<file path="config.mk">
export PLATFORM = sky130hd
export DESIGN_NAME = parking_gate_arbiter
export DESIGN_NICKNAME = d
export VERILOG_FILES = /design/src/rtl/parking_pkg.sv /design/src/rtl/hex_to_seg7.sv /design/src/rtl/parking_gate_arbiter.sv
export SDC_FILE = /design/constraint.sdc
export NUM_CORES = 1
export LEC_CHECK = 0
export CAP_MARGIN = 20
export CORE_UTILIZATION = 40
export DETAILED_ROUTE_END_ITERATION = 8
export PLACE_DENSITY = 0.61
export SETUP_SLACK_MARGIN = 0.4
export SYNTH_ARGS = -nofsm -noshare
export SYNTH_HDL_FRONTEND = slang
export SYNTH_SLANG_ARGS = --single-unit
</file>
<file path="constraint.sdc">
create_clock -name clk -period 2.84 [get_ports clk]
set_clock_uncertainty 0.15 [all_clocks]
set_input_delay 0.426 -clock clk [delete_from_list [all_inputs] [get_ports clk]]
set_output_delay 0.426 -clock clk [all_outputs]
set_load 0.02 [all_outputs]
</file>
<file path="src/rtl/parking_pkg.sv">
// ---------------------------------------------------------------------------
// parking_pkg
// Shared definitions for the parking gate controller: the controller state
// encoding, the occupancy counter width and the seven-segment constants used
// by the occupancy display decoder.
// ---------------------------------------------------------------------------
package parking_pkg;

   // Controller states; the encoding is shared with anything that observes state
   typedef enum logic [2:0] {
      IDLE       = 3'd0,
      WAIT_PASS  = 3'd1,
      WRONG_PASS = 3'd2,
      ENTRY_OPEN = 3'd3,
      EXIT_OPEN  = 3'd4,
      LOCKED     = 3'd5
   } state_t;

   // Width of the occupancy counter and of the occupancy output
   localparam int OCC_W = 8;

   // Active-low segment patterns ordered {g,f,e,d,c,b,a}
   localparam logic [6:0] SEG_BLANK = 7'b1111111;
   localparam logic [6:0] SEG_ZERO  = 7'b1000000;

endpackage

</file>
<file path="src/rtl/hex_to_seg7.sv">
// ---------------------------------------------------------------------------
// hex_to_seg7
// Purely combinational decoder from one hex nibble to an active-low
// seven-segment pattern ordered {g,f,e,d,c,b,a}.
// Ports:
//   hex_i  - 4-bit value to display (0..F)
//   seg_o  - active-low segment drive, bit 0 = segment a
// ---------------------------------------------------------------------------
module hex_to_seg7
   import parking_pkg::*;
(
   input  logic [3:0] hex_i,
   output logic [6:0] seg_o
);

   // Standard hex glyphs; lower-case b and d keep them distinct from 8 and 0
   always_comb begin
      seg_o = SEG_BLANK;
      case (hex_i)
         4'h0: seg_o = SEG_ZERO;
         4'h1: seg_o = 7'b1111001;
         4'h2: seg_o = 7'b0100100;
         4'h3: seg_o = 7'b0110000;
         4'h4: seg_o = 7'b0011001;
         4'h5: seg_o = 7'b0010010;
         4'h6: seg_o = 7'b0000010;
         4'h7: seg_o = 7'b1111000;
         4'h8: seg_o = 7'b0000000;
         4'h9: seg_o = 7'b0010000;
         4'hA: seg_o = 7'b0001000;
         4'hB: seg_o = 7'b0000011;
         4'hC: seg_o = 7'b1000110;
         4'hD: seg_o = 7'b0100001;
         4'hE: seg_o = 7'b0000110;
         4'hF: seg_o = 7'b0001110;
         default: seg_o = SEG_BLANK;
      endcase
   end

endmodule

</file>
<file path="src/rtl/parking_gate_arbiter.sv">
// ---------------------------------------------------------------------------
// parking_gate_arbiter
// Shares one barrier gate between the entrance and exit lanes. Sequences the
// password check, gate-open timing and wrong-password lockout, and keeps the
// occupancy count against capacity. All outputs are decoded from registers.
// Ports:
//   clk, reset            - clock and asynchronous active-high reset
//   sensor_entrance/exit  - car-present levels at each lane
//   password_1/2          - keypad digits, qualified by pass_valid
//   pass_valid            - single-cycle strobe for the password digits
//   gate_open             - barrier actuator
//   GREEN_LED / RED_LED   - passage granted / waiting, wrong or locked
//   full, lockout         - occupancy at capacity / controller in lockout
//   occupancy             - cars currently parked
//   HEX_1 / HEX_2         - active-low digits for occupancy[7:4] / [3:0]
// ---------------------------------------------------------------------------
module parking_gate_arbiter
   import parking_pkg::*;
#(
   parameter int unsigned CAPACITY         = 8,
   parameter logic [1:0]  PASS_1           = 2'b01,
   parameter logic [1:0]  PASS_2           = 2'b10,
   parameter int unsigned GATE_OPEN_CYCLES = 16,
   parameter int unsigned PASS_TIMEOUT     = 32,
   parameter int unsigned MAX_TRIES        = 3,
   parameter int unsigned LOCK_CYCLES      = 64
) (
   input  logic             clk,
   input  logic             reset,
   input  logic             sensor_entrance,
   input  logic             sensor_exit,
   input  logic [1:0]       password_1,
   input  logic [1:0]       password_2,
   input  logic             pass_valid,
   output logic             gate_open,
   output logic             GREEN_LED,
   output logic             RED_LED,
   output logic             full,
   output logic             lockout,
   output logic [OCC_W-1:0] occupancy,
   output logic [6:0]       HEX_1,
   output logic [6:0]       HEX_2
);

   localparam int TIMER_W = 16;

   state_t             state_q, state_d;
   logic [TIMER_W-1:0] timer_q, timer_d;
   logic [7:0]         tries_q, tries_d;
   logic [OCC_W-1:0]   occupancy_q, occupancy_d;
   logic               redFull_q, redFull_d;
   logic [7:0]         triesInc;
   logic               passMatch;
   logic               fullFlag;

   assign triesInc  = tries_q + 8'd1;
   assign passMatch = (password_1 == PASS_1) && (password_2 == PASS_2);
   assign fullFlag  = (occupancy_q == OCC_W'(CAPACITY));

   // Next-state logic. One shared timer serves the password timeout, the gate
   // hold and the lockout; it is cleared on every edge that enters a timed
   // state so each state sees it start from zero. The "full, car waiting"
   // red indication is registered so RED_LED never follows an input
   // combinationally.
   always_comb begin
      state_d     = state_q;
      timer_d     = timer_q;
      tries_d     = tries_q;
      occupancy_d = occupancy_q;
      redFull_d   = 1'b0;
      case (state_q)
         IDLE: begin
            if (sensor_exit) begin
               state_d = EXIT_OPEN;
               timer_d = '0;
               if (occupancy_q != '0) begin
                  occupancy_d = occupancy_q - OCC_W'(1);
               end
            end else if (sensor_entrance) begin
               if (!fullFlag) begin
                  state_d = WAIT_PASS;
                  timer_d = '0;
               end else begin
                  redFull_d = 1'b1;
               end
            end
         end
         WAIT_PASS, WRONG_PASS: begin
            if (pass_valid) begin
               timer_d = '0;
               if (passMatch) begin
                  state_d = ENTRY_OPEN;
                  tries_d = '0;
                  if (occupancy_q < OCC_W'(CAPACITY)) begin
                     occupancy_d = occupancy_q + OCC_W'(1);
                  end
               end else begin
                  tries_d = triesInc;
                  state_d = (triesInc == 8'(MAX_TRIES)) ? LOCKED : WRONG_PASS;
               end
            end else if (timer_q == TIMER_W'(PASS_TIMEOUT - 1)) begin
               state_d = IDLE;
               timer_d = '0;
            end else begin
               timer_d = timer_q + TIMER_W'(1);
            end
         end
         ENTRY_OPEN, EXIT_OPEN: begin
            if (timer_q == TIMER_W'(GATE_OPEN_CYCLES - 1)) begin
               state_d = IDLE;
               timer_d = '0;
            end else begin
               timer_d = timer_q + TIMER_W'(1);
            end
         end
         LOCKED: begin
            if (timer_q == TIMER_W'(LOCK_CYCLES - 1)) begin
               state_d = IDLE;
               timer_d = '0;
               tries_d = '0;
            end else begin
               timer_d = timer_q + TIMER_W'(1);
            end
         end
         default: begin
            state_d = IDLE;
            timer_d = '0;
         end
      endcase
   end

   // State registers; reset drops the gate and forgets occupancy at once
   always_ff @(posedge clk or posedge reset) begin
      if (reset) begin
         state_q     <= IDLE;
         timer_q     <= '0;
         tries_q     <= '0;
         occupancy_q <= '0;
         redFull_q   <= 1'b0;
      end else begin
         state_q     <= state_d;
         timer_q     <= timer_d;
         tries_q     <= tries_d;
         occupancy_q <= occupancy_d;
         redFull_q   <= redFull_d;
      end
   end

   // Moore output decode from the state and occupancy registers
   assign gate_open = (state_q == ENTRY_OPEN) || (state_q == EXIT_OPEN);
   assign GREEN_LED = gate_open;
   assign RED_LED   = (state_q == WAIT_PASS) || (state_q == WRONG_PASS) ||
                      (state_q == LOCKED) || ((state_q == IDLE) && redFull_q);
   assign lockout   = (state_q == LOCKED);
   assign full      = fullFlag;
   assign occupancy = occupancy_q;

   // Occupancy display, high nibble on HEX_1 and low nibble on HEX_2
   hex_to_seg7 uHexHigh (
      .hex_i (occupancy_q[7:4]),
      .seg_o (HEX_1)
   );

   hex_to_seg7 uHexLow (
      .hex_i (occupancy_q[3:0]),
      .seg_o (HEX_2)
   );

endmodule
</file>
# After elaboration in Yosys (flattened, before gate mapping)

Memories as Yosys holds them, arrays and structs flattened.
Cells that the tools add are included.

Flip-flop bits (word level): 36
Bits of input ports: 9
ROM bits: 224
Memories: 2

Magnitude comparators: 1
Add/sub/neg operators: 4
Mux-type cells: 32
Eq/ne operators: 22
Reduce and logical (&&, ||, !) cells: 16

Memory list:

| name             | depth | bits a word | rd ports | clocked after memory_dff | write ports | line              | RTL |
|---|---|---|---|---|---|---|---|
| (name not given) | 16    | 7           | 1        | 0                        | 0           | hex_to_seg7.sv:19 | `case (hex_i)` |
| (name not given) | 16    | 7           | 1        | 0                        | 0           | hex_to_seg7.sv:19 |  |

Operators with widths:

| kind                    | number |
|---|---|
| $mux W16                | 7 |
| $mux W8                 | 8 |
| $pmux W16 S4            | 1 |
| $pmux W8 S2             | 2 |
| $mux W3                 | 9 |
| $add A16 B1 Y16 const B | 1 |
| $add A8 B1 Y8 const B   | 2 |
| $eq A16 B4 Y1 const B   | 1 |
| $eq A16 B5 Y1 const B   | 1 |
| $eq A16 B6 Y1 const B   | 1 |
| $ne A2 B2 Y1 const B    | 6 |
| $pmux W3 S4             | 1 |
| $ne A3 B3 Y1 const B    | 3 |
| $eq A8 B2 Y1 const B    | 1 |
| $eq A8 B4 Y1 const B    | 1 |
| $lt A8 B4 Y1 const B    | 1 |
| $reduce_bool A8 Y1      | 1 |
| $sub A8 B1 Y8 const B   | 1 |
| $eq A3 B2 Y1 const B    | 2 |
| $eq A3 B3 Y1 const B    | 2 |
| $reduce_and A6 Y1       | 1 |
| $reduce_and A5 Y1       | 1 |
| $logic_or A1 B1 Y1      | 4 |
| $mux W1                 | 4 |
| 10 further kinds        | 13 |

# Longest topological paths before layout

Depth in word-level cells: 6
Mapped depth: 11
Mapped depth without buffers: 10

# Modules after synthesis

Synthesis repeated with hierarchy kept, for this count alone.

Cells, all modules: 313
Area, all modules: 2840.2 µm²

By module, submodules not included:

| module               | area each (µm²) | seq. area each (µm²) | instances | cells an instance |
|---|---|---|---|---|
| parking_gate_arbiter | 2289.7          | 900.9                | 1         | 249 |
| hex_to_seg7          | 275.3           | 0.0                  | 2         | 32 |

# Least setup slack after synthesis

No wires, ideal clock.

Kind: reg2reg
From: register state_q[1]
To: register occupancy_q[6], in the netlist occupancy[6]
Arrival: 2.308 ns
Period minus slack after synthesis: 2.583 ns
Stages on the path, launching flop included: 12
Path buffers: 1
Path slack: 0.257 ns
Data required time: 2.565 ns
Cells stage by stage: dfrtp_1 -> buf_2 -> xnor2_1 -> nor2_1 -> inv_1 -> fa_1 -> a21o_1 -> a21oi_1 -> o21bai_1 -> a21oi_1 -> xnor2_1 -> mux2_2

Longest elaborated chain between the ends: 4
Elaborated cells on any way between the ends: 12
Classes of those cells: eq/ne: 7; mux: 1; reduce/logical: 4

RTL lines:

| what                                                         | line                        | RTL |
|---|---|---|
| start: declaration                                           | parking_gate_arbiter.sv:47  | `state_t state_q, state_d;` |
| start signal: assignment                                     | parking_gate_arbiter.sv:141 | `state_q <= state_d;` |
| $eq A3 B1 Y1 or $eq A3 B2 Y1 (tied branches)                 | parking_gate_arbiter.sv:71  | `case (state_q)` |
| $reduce_or A2 Y1                                             | parking_gate_arbiter.sv:71  |  |
| $ne A2 B2 Y1 (no line) or $reduce_bool A2 Y1 (tied branches) | -                           |  |
| $reduce_and A6 Y1 (no line)                                  | -                           |  |
| end signal: assignment                                       | parking_gate_arbiter.sv:144 | `occupancy_q <= occupancy_d;` |
| end: declaration                                             | parking_gate_arbiter.sv:50  | `logic [OCC_W-1:0] occupancy_q, occupancy_d;` |

Several ways; a longest one is shown, not always the timed one.
A chain may end at the register's enable or synchronous reset.

# Final worst setup path

From: register occupancy_q[4], in the netlist occupancy[4]
To: output port full

Longest elaborated chain between the ends: 1

RTL lines:

| what             | line                       | RTL |
|---|---|---|
| $eq A8 B4 Y1     | parking_gate_arbiter.sv:58 | `assign fullFlag = (occupancy_q == OCC_W'(CAPACITY));` |
| end: declaration | parking_gate_arbiter.sv:38 | `output logic full,` |

Every way passes these cells.

==> impl_metrics.toml <==
[placement]
place.detailed.hpwl_mm = 4.53
place_congestion = 0.795
setup_ws_pre_cts_ns = 0.116
buffer_ports.inserted = 35

[route]
postRouteAntennaNets = 0
vias_per_cell = 5.33
routed_wire_length_per_instance_um = 13.4
wl_met3_um = 151
highest-signal-layer = "met4"
num_vias = 2546
overall_routed_net_length_mm = 6.43
drt-pass1-iter-count = 4
wl_met2_mm = 2.98
route.detailed.drc = 0
drt-initial-drc-count = 136
detail_route.wirelength.met1_mm = 3.25

[power_and_ir_drop]
netSwitchingPower_w = 0.00209
power.clock.fraction_pct = 8.4
worst_ir_drop_vdd_v = 0.000747
p_seq_share_pct = 17.6
cellPowerDensity_nw_per_um2 = 1230
power.switching_fraction_pct = 47.3
power_leakage_nw = 1.61
p_comb_share_pct = 74.0
p_int_w = 0.00233

[sta]
slew_headroom_pct = 53.0
fin_crit_ns = 2.42
unrepaired_setup_endpoints_after_global_routing = "true"
setup_violations = 0
max_fclk_mhz = 413
fin_setup_tns_ns = 0
final_critical_path_setup_slack_ns = 0.417
worstMarginPinSlew_ns = 0.701
maxSlewViolCount = 0
final_hold_viol_count = 0
timing.final.crit_share_pct = 85.3

[synthesis]
yosys.area_share.simple_pct = 24.1
synth-async-reset-ratio_pct = 100
synth.top_cells.by_area = "sky130_fd_sc_hd__dfrtp_1 (32%), sky130_fd_sc_hd__ha_1 (8.4%), sky130_fd_sc_hd__o21ai_0 (5.7%)"
xor_xnor_share_of_the_synthesized_area_pct = 4.34
synth.mux.area_fraction_pct = 5.27
synthMostInstantiatedCell = "sky130_fd_sc_hd__dfrtp_1"
seq_area_frac_synth_pct = 31.9
yosys_warning_total = 0
synth_compound_area_share_pct = 19.1
mappedNetlistArea_sq_um = 2830
synthFlopType = "sky130_fd_sc_hd__dfrtp_1"
post_synth_inst_count = 331
netlist.top_cell.by_area = "sky130_fd_sc_hd__dfrtp_1"
yosys-top-cells-count = "sky130_fd_sc_hd__dfrtp_1 (36), sky130_fd_sc_hd__o21ai_0 (32), sky130_fd_sc_hd__nand2_1 (29)"
arithmetic_cell_share_of_the_synthesized_area_counting_full_adders_half_adders_and_majority_gates_pct = 9.51
synthesis.area_per_instance_sq_um = 8.54
synthDominantCellAreaShare_pct = 31.9
count_of_cell_types_in_the_netlist = 58
ys_seq_elements = 36
synth-edff-count = 0
synth_top_family_by_area = "simple AND/OR/NAND/NOR gates"
synth_nets = 360

[clock_tree]
clock_tree.root_cell = "sky130_fd_sc_hd__clkbuf_8"
h-tree-depth = 2
tritoncts.num_buffers = 5
post_cts_hold_buffer_count = 0
cts_tree = "yes"
clock_tree.buffer_depth = 2
clk_latency_ns = 0.28
clock_pin_slew_on_the_worst_setup_and_hold_paths_ns = 0.07
cts.sinks = 36

[grt]
wire_length_of_the_first_global_routing_pass_mm = 10.9
initial_antenna_violation_count = 0
maximum_number_of_pins_on_one_net_before_global_route_repair = 37
grt_pass1_vias = 2354
grt.total_usage_pct = 18.1
grt.overflow.total = 0

[critical_path]
worstPathMaxFanout = 3
start_kind = "register"
timing.setup.critical_path_class = "reg2out"
worstPathRequired_ns = 2.26
critical_path.endpoint_type = "output pin"
cp.arrival_ns = 1.85

[floorplanning]
die_width_um = 86.1
num_io_pins = 36
fp-row-count = 30
design.core.area_sq_um = 6790
die_h_um = 86.1
initial_core_util_pct = 41.6
die_area_sq_um = 7410

[min_path]
worstHoldPathType = "reg2reg"

[cells_and_area]
layout.nets = 410
synthToLayoutAreaGrowth_pct = 26.5
num_antenna_cells = 0
fraction_of_layout_cells_with_a_size_suffix_above_1_pct = 17.0

[run]
max_cap_violations = 0

[status]
status = "finished, final reports clean"
## kinds of logic (layout without fill, tap and decap cells)
family,after synthesis,after routing
XOR/XNOR,14,14
flip-flops,36,36
AO/OA/AOI/OAI,87,87
buffers and inverters,34,85
AND/OR/NAND/NOR,126,126
multiplexers,13,13
adder cells (fa/ha/maj),21,21
## power by group through the flow
stage	registers, W	logic (W)	clock network, W
5_1_grt	0.000796	0.00361	0.000405
3_5_place_dp	0.000777	0.00314	0
3_3_place_gp	0.000775	0.00310	0
2_1_floorplan	0.000850	0.00209	0
4_1_cts	0.000774	0.00313	0.000386
6_report	0.000776	0.00327	0.000372
## worst paths after layout
check | depth (start not counted) | to | slack (ns) | startpoint
max in group asynchronous | 3 | occupancy[2]$_DFFE_PP0P_ | 1.77 | reset
setup reg to reg | 10 | occupancy[6]$_DFFE_PP0P_ | 0.46 | state_q[0]$_DFFE_PP0P_
hold / removal | 1 | tries_q[7]$_DFFE_PP0P_ | 0.36 | tries_q[7]$_DFFE_PP0P_
hold reg to reg | 1 | tries_q[7]$_DFFE_PP0P_ | 0.36 | tries_q[7]$_DFFE_PP0P_
min in group asynchronous | 3 | tries_q[2]$_DFFE_PP0P_ | 0.40 | reset
setup / recovery | 6 | full | 0.42 | occupancy[4]$_DFFE_PP0P_
## routing by layer
| layer | GRT usage (%) | up-vias |
|---|---|---|
| li1 | - | 1286 |
| met4 | 3.94 | 0 |
| met3 | 2.89 | 5 |
| met1 | 25.3 | 1213 |
| met2 | 29.6 | 42 |
| met5 | 0 | - |
## through the flow
step / hold slack [ns] / cells / utilization (%) / cell area (sq um) / power, W
global route: 0.379 / 478 / 52.7 / 3580 / 0.00481
finish: 0.362 / 478 / 52.7 / 3580 / 0.00442
floorplan: 0.319 / 331 / - / 2840 / 0.00294
detailed placement: 0.350 / 462 / 49.2 / 3350 / 0.00391
global placement: 0.345 / 462 / 49.2 / 3350 / 0.00387
CTS: 0.364 / 473 / 51.2 / 3480 / 0.00429
## cell type report
class	count	area (sq um)
fill	625	3220
inverter	17	63.8
timing repair buffer	60	542
sequential	36	905
tap	96	120
clock buffer	8	90.1
multi-input combinational	261	1860
## worst max-delay path, cell delays in order, from the launching register on
cell                       delay, ns
sky130_fd_sc_hd__dfrtp_1        0.38
sky130_fd_sc_hd__inv_1          0.10
sky130_fd_sc_hd__ha_2           0.21
sky130_fd_sc_hd__nand2b_1       0.11
sky130_fd_sc_hd__or4_4          0.54
sky130_fd_sc_hd__inv_1          0.07
sky130_fd_sc_hd__clkbuf_2       0.16
## flip-flops by register name, summed over array words and instances (netlist names)
name,count
occupancy,8
timer_q,16
redFull_q,1
tries_q,8
state_q,3
## timing repair
action                                  4_1_cts  5_1_grt
pin swaps                                     4        7
setup buffers                                 3        5
endpoints found under the setup margin       21       29
gates resized for setup                      25       22
hold endpoints to repair                      0        0
## placed cells by master, fill, tap and decap left out, drive strengths merged, types with 2 or more instances in the layout
master	instances
dfrtp	36
o21ai	34
nand2	30
nor2	26
buf	25
a21oi	21
ha	19
inv	17
clkdlybuf4s50	16
nand3	15
dlygate4sd2	10
xnor2	9
clkbuf	9
nor3	8
nor2b	8
nand2b	7
and3	7
mux2i	7
a22o	7
xor2	5
o31ai	5
a31oi	5
clkdlybuf4s15	5
mux2	5
nand4	4
nor3b	3
o211ai	3
a21o	3
dlymetal6s2s	3
nor4	3
or3	3
or4b	2
and4	2
nand3b	2
or4	2
(Power assumes the default switching activity.)
